**src/rtl/sdm_pkg.sv**
```systemverilog
// Shared sigma-delta conventions: accumulator sizing, output scaling and the
// default sample limits, reused by both the SDM DAC and the CIC decimator.
package sdm_pkg;

  localparam int BITS_DEF = 16;

  localparam logic signed [BITS_DEF-1:0] SMAX = {1'b0, {(BITS_DEF-1){1'b1}}};
  localparam logic signed [BITS_DEF-1:0] SMIN = {1'b1, {(BITS_DEF-1){1'b0}}};

  // CIC gain is R^ORDER = 2^(order*dlog2); two extra bits hold the signed
  // +/- full-scale value without ambiguity.
  function automatic int acc_w(input int order, input int dlog2);
    return order * dlog2 + 2;
  endfunction

  function automatic int shift_amt(input int order, input int dlog2, input int bits);
    return order * dlog2 - (bits - 1);
  endfunction

endpackage

```
**src/rtl/sdm_cic_decim_comb.sv**
```systemverilog
// CIC comb section: captures the last integrator once per frame, runs the
// ORDER-stage differencing chain and scales the result to BITS.
// Optional clipping is enabled by defining SDM_DECIM_SAT_EN.
module cic_comb
  import sdm_pkg::*;
#(
  parameter int BITS       = 16,
  parameter int ORDER      = 3,
  parameter int DECIM_LOG2 = 6,
  parameter int ACC_W      = acc_w(ORDER, DECIM_LOG2)
) (
  input  logic                    clk,
  input  logic                    rst_n,
  input  logic                    load,
  input  logic signed [ACC_W-1:0] sample,
  output logic [BITS-1:0]         dout,
  output logic                    dout_valid,
  output logic                    sat
);

  localparam int SH = shift_amt(ORDER, DECIM_LOG2, BITS);

  logic signed [ACC_W-1:0] s_reg;
  logic signed [ACC_W-1:0] d_reg [ORDER];
  logic signed [ACC_W-1:0] c_tap [ORDER];
  logic signed [ACC_W-1:0] acc;
  logic                    pend;
  logic [BITS-1:0]         sample_out;
  logic                    clip;

`ifdef SDM_DECIM_SAT_EN
  localparam logic signed [ACC_W-1:0] MAX_V = (ACC_W'(1) <<< (BITS-1)) - ACC_W'(1);
  localparam logic signed [ACC_W-1:0] MIN_V = ~MAX_V;
  logic signed [ACC_W-1:0] scaled;
`endif

  // NOTE: every variable written here gets a default before any branch so no
  // latch can be inferred; acc is walked down the chain as a running value.
  always_comb begin
    acc = s_reg;
    for (int k = 0; k < ORDER; k++) begin
      c_tap[k] = acc;
      acc      = acc - d_reg[k];
    end
`ifdef SDM_DECIM_SAT_EN
    scaled = acc >>> SH;
    clip   = (scaled > MAX_V) || (scaled < MIN_V);
    if (scaled > MAX_V)
      sample_out = MAX_V[BITS-1:0];
    else if (scaled < MIN_V)
      sample_out = MIN_V[BITS-1:0];
    else
      sample_out = scaled[BITS-1:0];
`else
    clip       = 1'b0;
    sample_out = BITS'(acc >>> SH);
`endif
  end

  // NOTE: the comb delay registers are a small array that must start at zero
  // for the transient response to be deterministic, so they are reset too.
  always_ff @(posedge clk or negedge rst_n) begin
    if (!rst_n) begin
      s_reg      <= '0;
      pend       <= 1'b0;
      dout       <= '0;
      dout_valid <= 1'b0;
      sat        <= 1'b0;
      for (int k = 0; k < ORDER; k++) d_reg[k] <= '0;
    end else begin
      if (load) s_reg <= sample;
      pend       <= load;
      dout_valid <= pend;
      sat        <= pend & clip;
      if (pend) begin
        for (int k = 0; k < ORDER; k++) d_reg[k] <= c_tap[k];
        dout <= sample_out;
      end
    end
  end

endmodule

```
**src/rtl/sdm_cic_decim.sv**
```systemverilog
// Sigma-delta bitstream to PCM decimator: ORDER-stage CIC, decimate by
// 2^DECIM_LOG2. Output clipping is enabled by defining SDM_DECIM_SAT_EN.
module sdm_cic_decim
  import sdm_pkg::*;
#(
  parameter int BITS       = 16,
  parameter int ORDER      = 3,
  parameter int DECIM_LOG2 = 6
) (
  input  logic            clk,
  input  logic            rst_n,
  input  logic            en,
  input  logic            din,
  output logic [BITS-1:0] dout,
  output logic            dout_valid,
  output logic            sat
);

  localparam int ACC_W = acc_w(ORDER, DECIM_LOG2);

  if (ORDER < 1 || ORDER > 4) begin : g_bad_order
    $error("sdm_cic_decim: ORDER must be in 1..4");
  end
  if (DECIM_LOG2 < 1) begin : g_bad_decim
    $error("sdm_cic_decim: DECIM_LOG2 must be at least 1");
  end
  if (ORDER * DECIM_LOG2 < BITS - 1) begin : g_bad_width
    $error("sdm_cic_decim: ORDER*DECIM_LOG2 must be >= BITS-1");
  end

  logic signed [ACC_W-1:0] integ [ORDER];
  logic [DECIM_LOG2-1:0]   cnt;
  logic signed [ACC_W-1:0] x;
  logic                    frame_end;

  assign x         = din ? ACC_W'(1) : '1;
  assign frame_end = en && (cnt == '1);

  // NOTE: non-blocking assignments make every stage read the previous
  // cycle's value of its predecessor, which is the intended one-cycle skew.
  // Integrator overflow wraps on purpose; the comb differences undo it.
  always_ff @(posedge clk or negedge rst_n) begin
    if (!rst_n) begin
      cnt <= '0;
      for (int k = 0; k < ORDER; k++) integ[k] <= '0;
    end else if (en) begin
      cnt      <= cnt + 1'b1;
      integ[0] <= integ[0] + x;
      for (int k = 1; k < ORDER; k++) integ[k] <= integ[k] + integ[k-1];
    end
  end

  cic_comb #(
    .BITS       (BITS),
    .ORDER      (ORDER),
    .DECIM_LOG2 (DECIM_LOG2),
    .ACC_W      (ACC_W)
  ) u_comb (
    .clk        (clk),
    .rst_n      (rst_n),
    .load       (frame_end),
    .sample     (integ[ORDER-1]),
    .dout       (dout),
    .dout_valid (dout_valid),
    .sat        (sat)
  );

endmodule

```
**config.mk**
```make
export PLATFORM = sky130hd
export DESIGN_NAME = sdm_cic_decim
export DESIGN_NICKNAME = d
export VERILOG_FILES = /design/src/rtl/sdm_pkg.sv /design/src/rtl/sdm_cic_decim_comb.sv /design/src/rtl/sdm_cic_decim.sv
export SDC_FILE = /design/constraint.sdc
export NUM_CORES = 1
export LEC_CHECK = 0
export ABC_AREA = 1
export CAP_MARGIN = 20
export CORE_MARGIN = 3
export CORE_UTILIZATION = 50
export DETAILED_ROUTE_END_ITERATION = 16
export GPL_ROUTABILITY_DRIVEN = 0
export PLACE_DENSITY = 0.76
export SYNTH_ARGS = -nofsm -noshare
export SYNTH_HDL_FRONTEND = slang
export SYNTH_HIERARCHICAL = 1
export SYNTH_SLANG_ARGS = --single-unit
```
**constraint.sdc**
```tcl
create_clock -name clk -period 8.44 [get_ports clk]
set_clock_uncertainty 0.05 [all_clocks]
set_input_delay 1.688 -clock clk [delete_from_list [all_inputs] [get_ports clk]]
set_output_delay 1.688 -clock clk [all_outputs]
set_load 0.05 [all_outputs]
```
# == Yosys cells after proc, flatten, opt, wreduce, memory -nomap -nowiden ==
# Index checks and enable logic that the tools add are counted.
# Widths: inputs -> output; s select.
# totals
reg_bits,160
latchBits,0
ram_bits,0
romBits,0
in_bits,4
output_inout_bits,18
elab_cells,21
memories,0
# classes
n_addsub,7
mul,0
n_div,0
magnitude_cmp,0
eq_ne,1
shifts,0
muxes,1
bitwise_logic,0
n_reduce_logical,1
# op_table
cell,n
$add 20x20->20,3
$sub 19x19->19,3
$mux 20,1
$add 6x1->6 const B,1
$eq 6x6->1 const B,1
$logic_and 1x1->1,1

# == Depth between registers and ports, before layout ==
# Gate-level depths: netlist (run 1).
# depth
depth_word,3
ltp_mapped,29
ltp_nobuf,29

# == By module ==
# Netlist (run 1), hierarchy kept.
# by_module_without_submodules
module,instances,cells_per_inst,area_each_um2,seq_area_each_um2
cic_comb,1,770,6252.2,2352.3
sdm_cic_decim,1,902,5929.4,1651.6

# == Least setup slack after synthesis (run 1) ==
# Ideal clock, no wire load.
# synth_path
kind,flip-flop to flip-flop
from,register u_comb/d_reg[40] (netlist name)
to,register u_comb.dout[15]
setup_time_ns,0.118
arrival_ns,3.873
required_time_ns,8.272
setup_slack_ns,4.399
path_stages_with_launch,27
n_path_buf,0
synth_period_minus_slack_ns,4.041
cell_sequence,dfrtp_1 ha_1 fa_1 inv_1 nand3_1 nand3_2 a21oi_2 o21ai_2 a21oi_2 xor2_2 ha_1 inv_1 nor3_1 and3_1 nand4_1 nand3_1 xor2_1 ha_1 inv_1 nor3_1 nand2_1 nor2_1 nand2_1 o211ai_1 nand3_1 nand3_1 nand2_1
# synth_rtl
element,line,text
"start, declared",sdm_cic_decim_comb.sv:24,logic signed [ACC_W-1:0] d_reg [ORDER];
"end signal, assigned",sdm_cic_decim_comb.sv:77,dout <= sample_out;
"end, declared",sdm_cic_decim_comb.sv:16,"output logic [BITS-1:0] dout,"

==> flow_summary.yaml, run 1 <==
outcome:
  outcome: "finished clean"
timing:
  max_freq_ghz: 0.216
  rsz0062_at_grt: "no"
  slew_violations: 0
  slew_headroom: 0.390
  tightest_slew_ps: 915
  setup_viol: 0
  fin_tns_setup_ps: 0
  period_minus_slack_ps: 4640
  hold_violations: 0
  fin_crit_sh: 0.550
  setup_ws_ps: 3800
clock_tree:
  root_buffer: "clkbuf_16"
  clockBufferDepth: 2
  clock_latency_ps: 430
  cts_tree: "done"
  cts-resized-gates: 0
  post_cts_buffers: 0
  path_clk_slew_ps: 60
  cts_buffers: 17
  h-tree-depth: 4
  clock-sinks: 157
  ctsHoldBuffers: 0
synth:
  syn-cell-area_sq_um: 11800
  yosys_warnings: 6
  syn_inst: 1601
  syn_area_per_cell_sq_um: 7.36
  syn_nets: 1720
grt:
  grt_usage: 0.201
  antenna_found_initial: 0
  grt_pass1_vias: 10200
  overflow: 0
  grt_first_pass_wirelength_mm: 43.5
  grt_start_max_net_pins: 105
floorplanning:
  start_util: 0.514
  fp.dieH_um: 160
  ios: 22
  coreArea_sq_um: 22900
  rows: 55
  die_area_sq_um: 25500
  dieWidth_um: 160
detailed_routing:
  drtAntennaViolNets: 0
  route.detailed.drc: 0
  dr.pass1.iters: 5
  via_per_inst: 5.17
  dr_wl_met3_um: 593
  drt_iter0_markers: 597
  routed.top_layer: "met4"
  met1_length_mm: 10.6
  vias: 10000
  wire_per_inst_um: 12.7
  totalWireLength_mm: 24.7
  dr_wl_met2_mm: 12.6
layout:
  ff_latch_area_sq_um: 3930
  antenna_cells: 0
  final_nets: 1734
  final_layout_size_suffix_gt1_frac: 0.0805
  syn_to_final_growth_pct: 9.78
  instances_no_fill: 1941
  final_area_sq_um: 12900
  multi_input_area_sq_um: 6950
  fillerInstances: 2087
placement:
  pre_cts_slack_ps: 3860
  placed_area_sq_um: 12300
  dp_hpwl_mm: 18.6
  dp.cells: 1909
  port_buffers: 20
min_path:
  min_path_type: "reg2reg"
setup_path:
  crit_path_start_kind: "register"
  crit_required_ps: 8710
  reg2reg_setup_slack_ps: 3800
  end_kind: "register"
  path_max_fanout: 4
  crit_family: "simple AND/OR/NAND/NOR gates"
  critPathBufInv: 3
  path_common_cell: "nand3_1"
  critPathSlowestCell: "fa_1"
  slowest_delay_ps: 410
  cp.arrival_ps: 4900
  path_class: "reg2reg"
run:
  cap_violations: 0
==> worst paths after layout <==
path,startpoint,to,cells past startpoint
max reg2reg,u_comb/d_reg[40],u_comb/dout[15],26
max,u_comb/d_reg[40],u_comb/dout[15],26
min in group asynchronous,rst_n,u_comb/d_reg[2],1
max in group asynchronous,rst_n,cnt[2],2
min reg2reg,u_comb/dout[12],u_comb/dout[12],2
min,u_comb/dout[12],u_comb/dout[12],2
==> worst min-delay path, stage by stage (launching register included) <==
cell	delay, ps
dfrtp_1	340
nand2_1	50
nand2_1	50
==> layer usage <==
layer | global-route usage | vias to the layer above
met5 | 0 | -
met4 | 0.0935 | 0
met3 | 0.0289 | 66
met2 | 0.372 | 174
met1 | 0.226 | 4588
li1 | - | 5198
==> cell usage in the layout (no fill, tap or decap), types with 6 or more instances in the layout <==
cell type	count
o21ai_2	6
dfrtp_1	156
a31oi_1	6
nor2_1	68
inv_1	200
and2_1	9
nor2_2	7
mux2_2	16
xor2_1	29
o21bai_1	7
nand3_1	89
a21oi_1	81
a21oi_2	7
clkbuf_16	17
nand3_2	14
xnor2_1	37
nor3_1	7
ha_1	110
nand2_2	21
nand3b_1	16
nand4_1	7
nand2_1	510
inv_2	7
clkdlybuf4s50_1	19
o21ai_1	24
o21ai_0	97
==> cell type report <==
type,instances,area share
tap,313,0.0303
clock buffer,18,0.0339
sequential,157,0.304
inverter,207,0.0600
timing repair buffer,26,0.0206
multi-input combinational,1206,0.537
clock inverter,14,0.0147
==> metrics by stage <==
| step | hold WS [ps] | utilization |
|---|---|---|
| 3_3_place_gp | 414 | 0.536 |
| 4_1_cts | 432 | 0.565 |
| 2_1_floorplan | 375 | - |
| 3_5_place_dp | 416 | 0.537 |
| 6_report | 427 | 0.565 |
| 5_1_grt | 452 | 0.565 |
Power of run 1 is left out: the tool's default activity adds up to more than one toggle a clock period on the data nets, which glitch-free logic cannot reach.
==> run 2: changes to the inputs <==
==> constraint.sdc (replaced) <==
create_clock -name clk -period 4.6 [get_ports clk]
set_clock_uncertainty 0.05 [all_clocks]
set_input_delay 0.92 -clock clk [delete_from_list [all_inputs] [get_ports clk]]
set_output_delay 0.92 -clock clk [all_outputs]
set_load 0.05 [all_outputs]
==> flow_summary.yaml, run 2 (same netlist as run 1, synthesis figures left out) <==
timing:
  hold_violations: 0
  rsz0062_at_grt: "yes"
  max_freq_ghz: 0.226
  fin_crit_sh: 0.962
  setup_viol: 0
  tightest_slew_ps: 961
  slew_violations: 0
  slew_headroom: 0.360
  period_minus_slack_ps: 4420
run:
  cap_violations: 0
floorplanning:
  die_area_sq_um: 25500
  fp.dieH_um: 160
  ios: 22
  rows: 55
  dieWidth_um: 160
  start_util: 0.514
  coreArea_sq_um: 22900
layout:
  final_nets: 1739
  final_layout_size_suffix_gt1_frac: 0.104
  antenna_cells: 0
  final_cell_mix: "nand2_1 (508), inv_1 (199), dfrtp_1 (156)"
  final_common_cell: "nand2_1"
  fillerInstances: 2067
  syn_to_final_growth_pct: 11.5
  instances_no_fill: 1946
detailed_routing:
  route.detailed.drc: 0
  dr.pass1.iters: 5
  vias: 10200
  wire_per_inst_um: 13.0
  via_per_inst: 5.24
  drt_iter0_markers: 605
  totalWireLength_mm: 25.2
  drtAntennaViolNets: 0
grt:
  grt_start_max_net_pins: 108
  grt_first_pass_wirelength_mm: 43.6
  grt_usage: 0.200
  antenna_found_initial: 0
  grt_pass1_vias: 10100
  overflow: 0
clock_tree:
  clock-sinks: 157
  clockBufferDepth: 2
  cts_tree: "done"
  root_buffer: "clkbuf_16"
  cts_buffers: 17
  clock_latency_ps: 420
  h-tree-depth: 4
  path_clk_slew_ps: 70
setup_path:
  path_common_cell: "nand2_1"
  slowest_delay_ps: 390
  cp-startpoint: "u_comb/d_reg[40]"
  r2r_cells: 23
  critPathSlowestCell: "fa_2"
  crit_required_ps: 4810
  cp.arrival_ps: 4630
  crit_path_start_kind: "register"
  crit_family: "adder cells"
  end_kind: "register"
  cp_cell_sequence: "ha_1 -> fa_2 -> inv_2 -> nand3_1 -> nand3_4 -> a21oi_4 -> buf_4 -> xnor2_1 -> ha_1 -> nand2_1 -> o21ai_1 -> inv_1 -> nand2_2 -> xor2_1 -> ha_1 -> nand2_1 -> o21ai_0 -> a21oi_1 -> nand2_1 -> nand2_1 -> nand2_1 -> nand2_1 -> a31oi_1"
  reg2reg_setup_slack_ps: 180
  critPathBufInv: 3
  r2r-end: "u_comb/dout[14]"
  path_class: "reg2reg"
  path_max_fanout: 5
  r2r-start: "u_comb/d_reg[40]"
min_path:
  hp-start: "u_comb/dout[6]"
  worstHoldPathCells: 2
  min_to: "u_comb/dout[6]"
  min_path_type: "reg2reg"
placement:
  dp_hpwl_mm: 18.7
  port_buffers: 20
  dp.cells: 1912
outcome:
  outcome: "finished clean"
-- run 2: repair_timing --
item	in CTS	in global routing
buffers inserted	0	2
setup endpoints to repair	0	7
hold endpoints to repair	0	0
hold buffers	0	0
resized for setup	0	42
-- run 2: through the flow --
stage	hold WS (ps)	worst slack [ps]	utilization	instance area, sq um	setup TNS, ps
6_report	428	177	0.573	13100	0
5_1_grt	452	-131	0.573	13100	-252
4_1_cts	433	64.4	0.564	12900	0
3_5_place_dp	416	101	0.538	12300	0
3_3_place_gp	414	240	0.537	12300	0
2_1_floorplan	375	559	-	11800	0
-- run 2: area by class of cell --
class / count / area, sq um / share of cell area
Multi-Input combinational cell: 1206 / 7140 / 0.543
Inverter: 207 / 777 / 0.0591
Clock inverter: 13 / 165 / 0.0126
Timing Repair Buffer: 31 / 304 / 0.0231
Tap cell: 313 / 392 / 0.0298
Sequential cell: 157 / 3930 / 0.299
Clock buffer: 19 / 433 / 0.0329
-- run 2: layer usage --
| layer | routed length, um | vias to the layer above | track usage |
|---|---|---|---|
| li1 | - | 5202 | - |
| met1 | 10500 | 4728 | 0.219 |
| met3 | 771 | 75 | 0.0299 |
| met5 | 0 | - | 0 |
| met2 | 12900 | 201 | 0.376 |
| met4 | 979 | 0 | 0.0959 |
-- run 2: worst max path at each step --
stage / depth (start not counted) / endpoint
floorplan: 26 / u_comb/dout[15]
global placement: 26 / u_comb/dout[15]
detailed placement: 26 / u_comb/dout[15]
CTS: 26 / u_comb/dout[15]
global route: 25 / u_comb/dout[15]
finish: 23 / u_comb/dout[14]
-- run 2: worst min-delay path: stages (launching register included) --
cell	delay (ps)
dfrtp_1	340
nand2_1	50
o21ai_0	50
Power of run 2 is left out for the same reason.
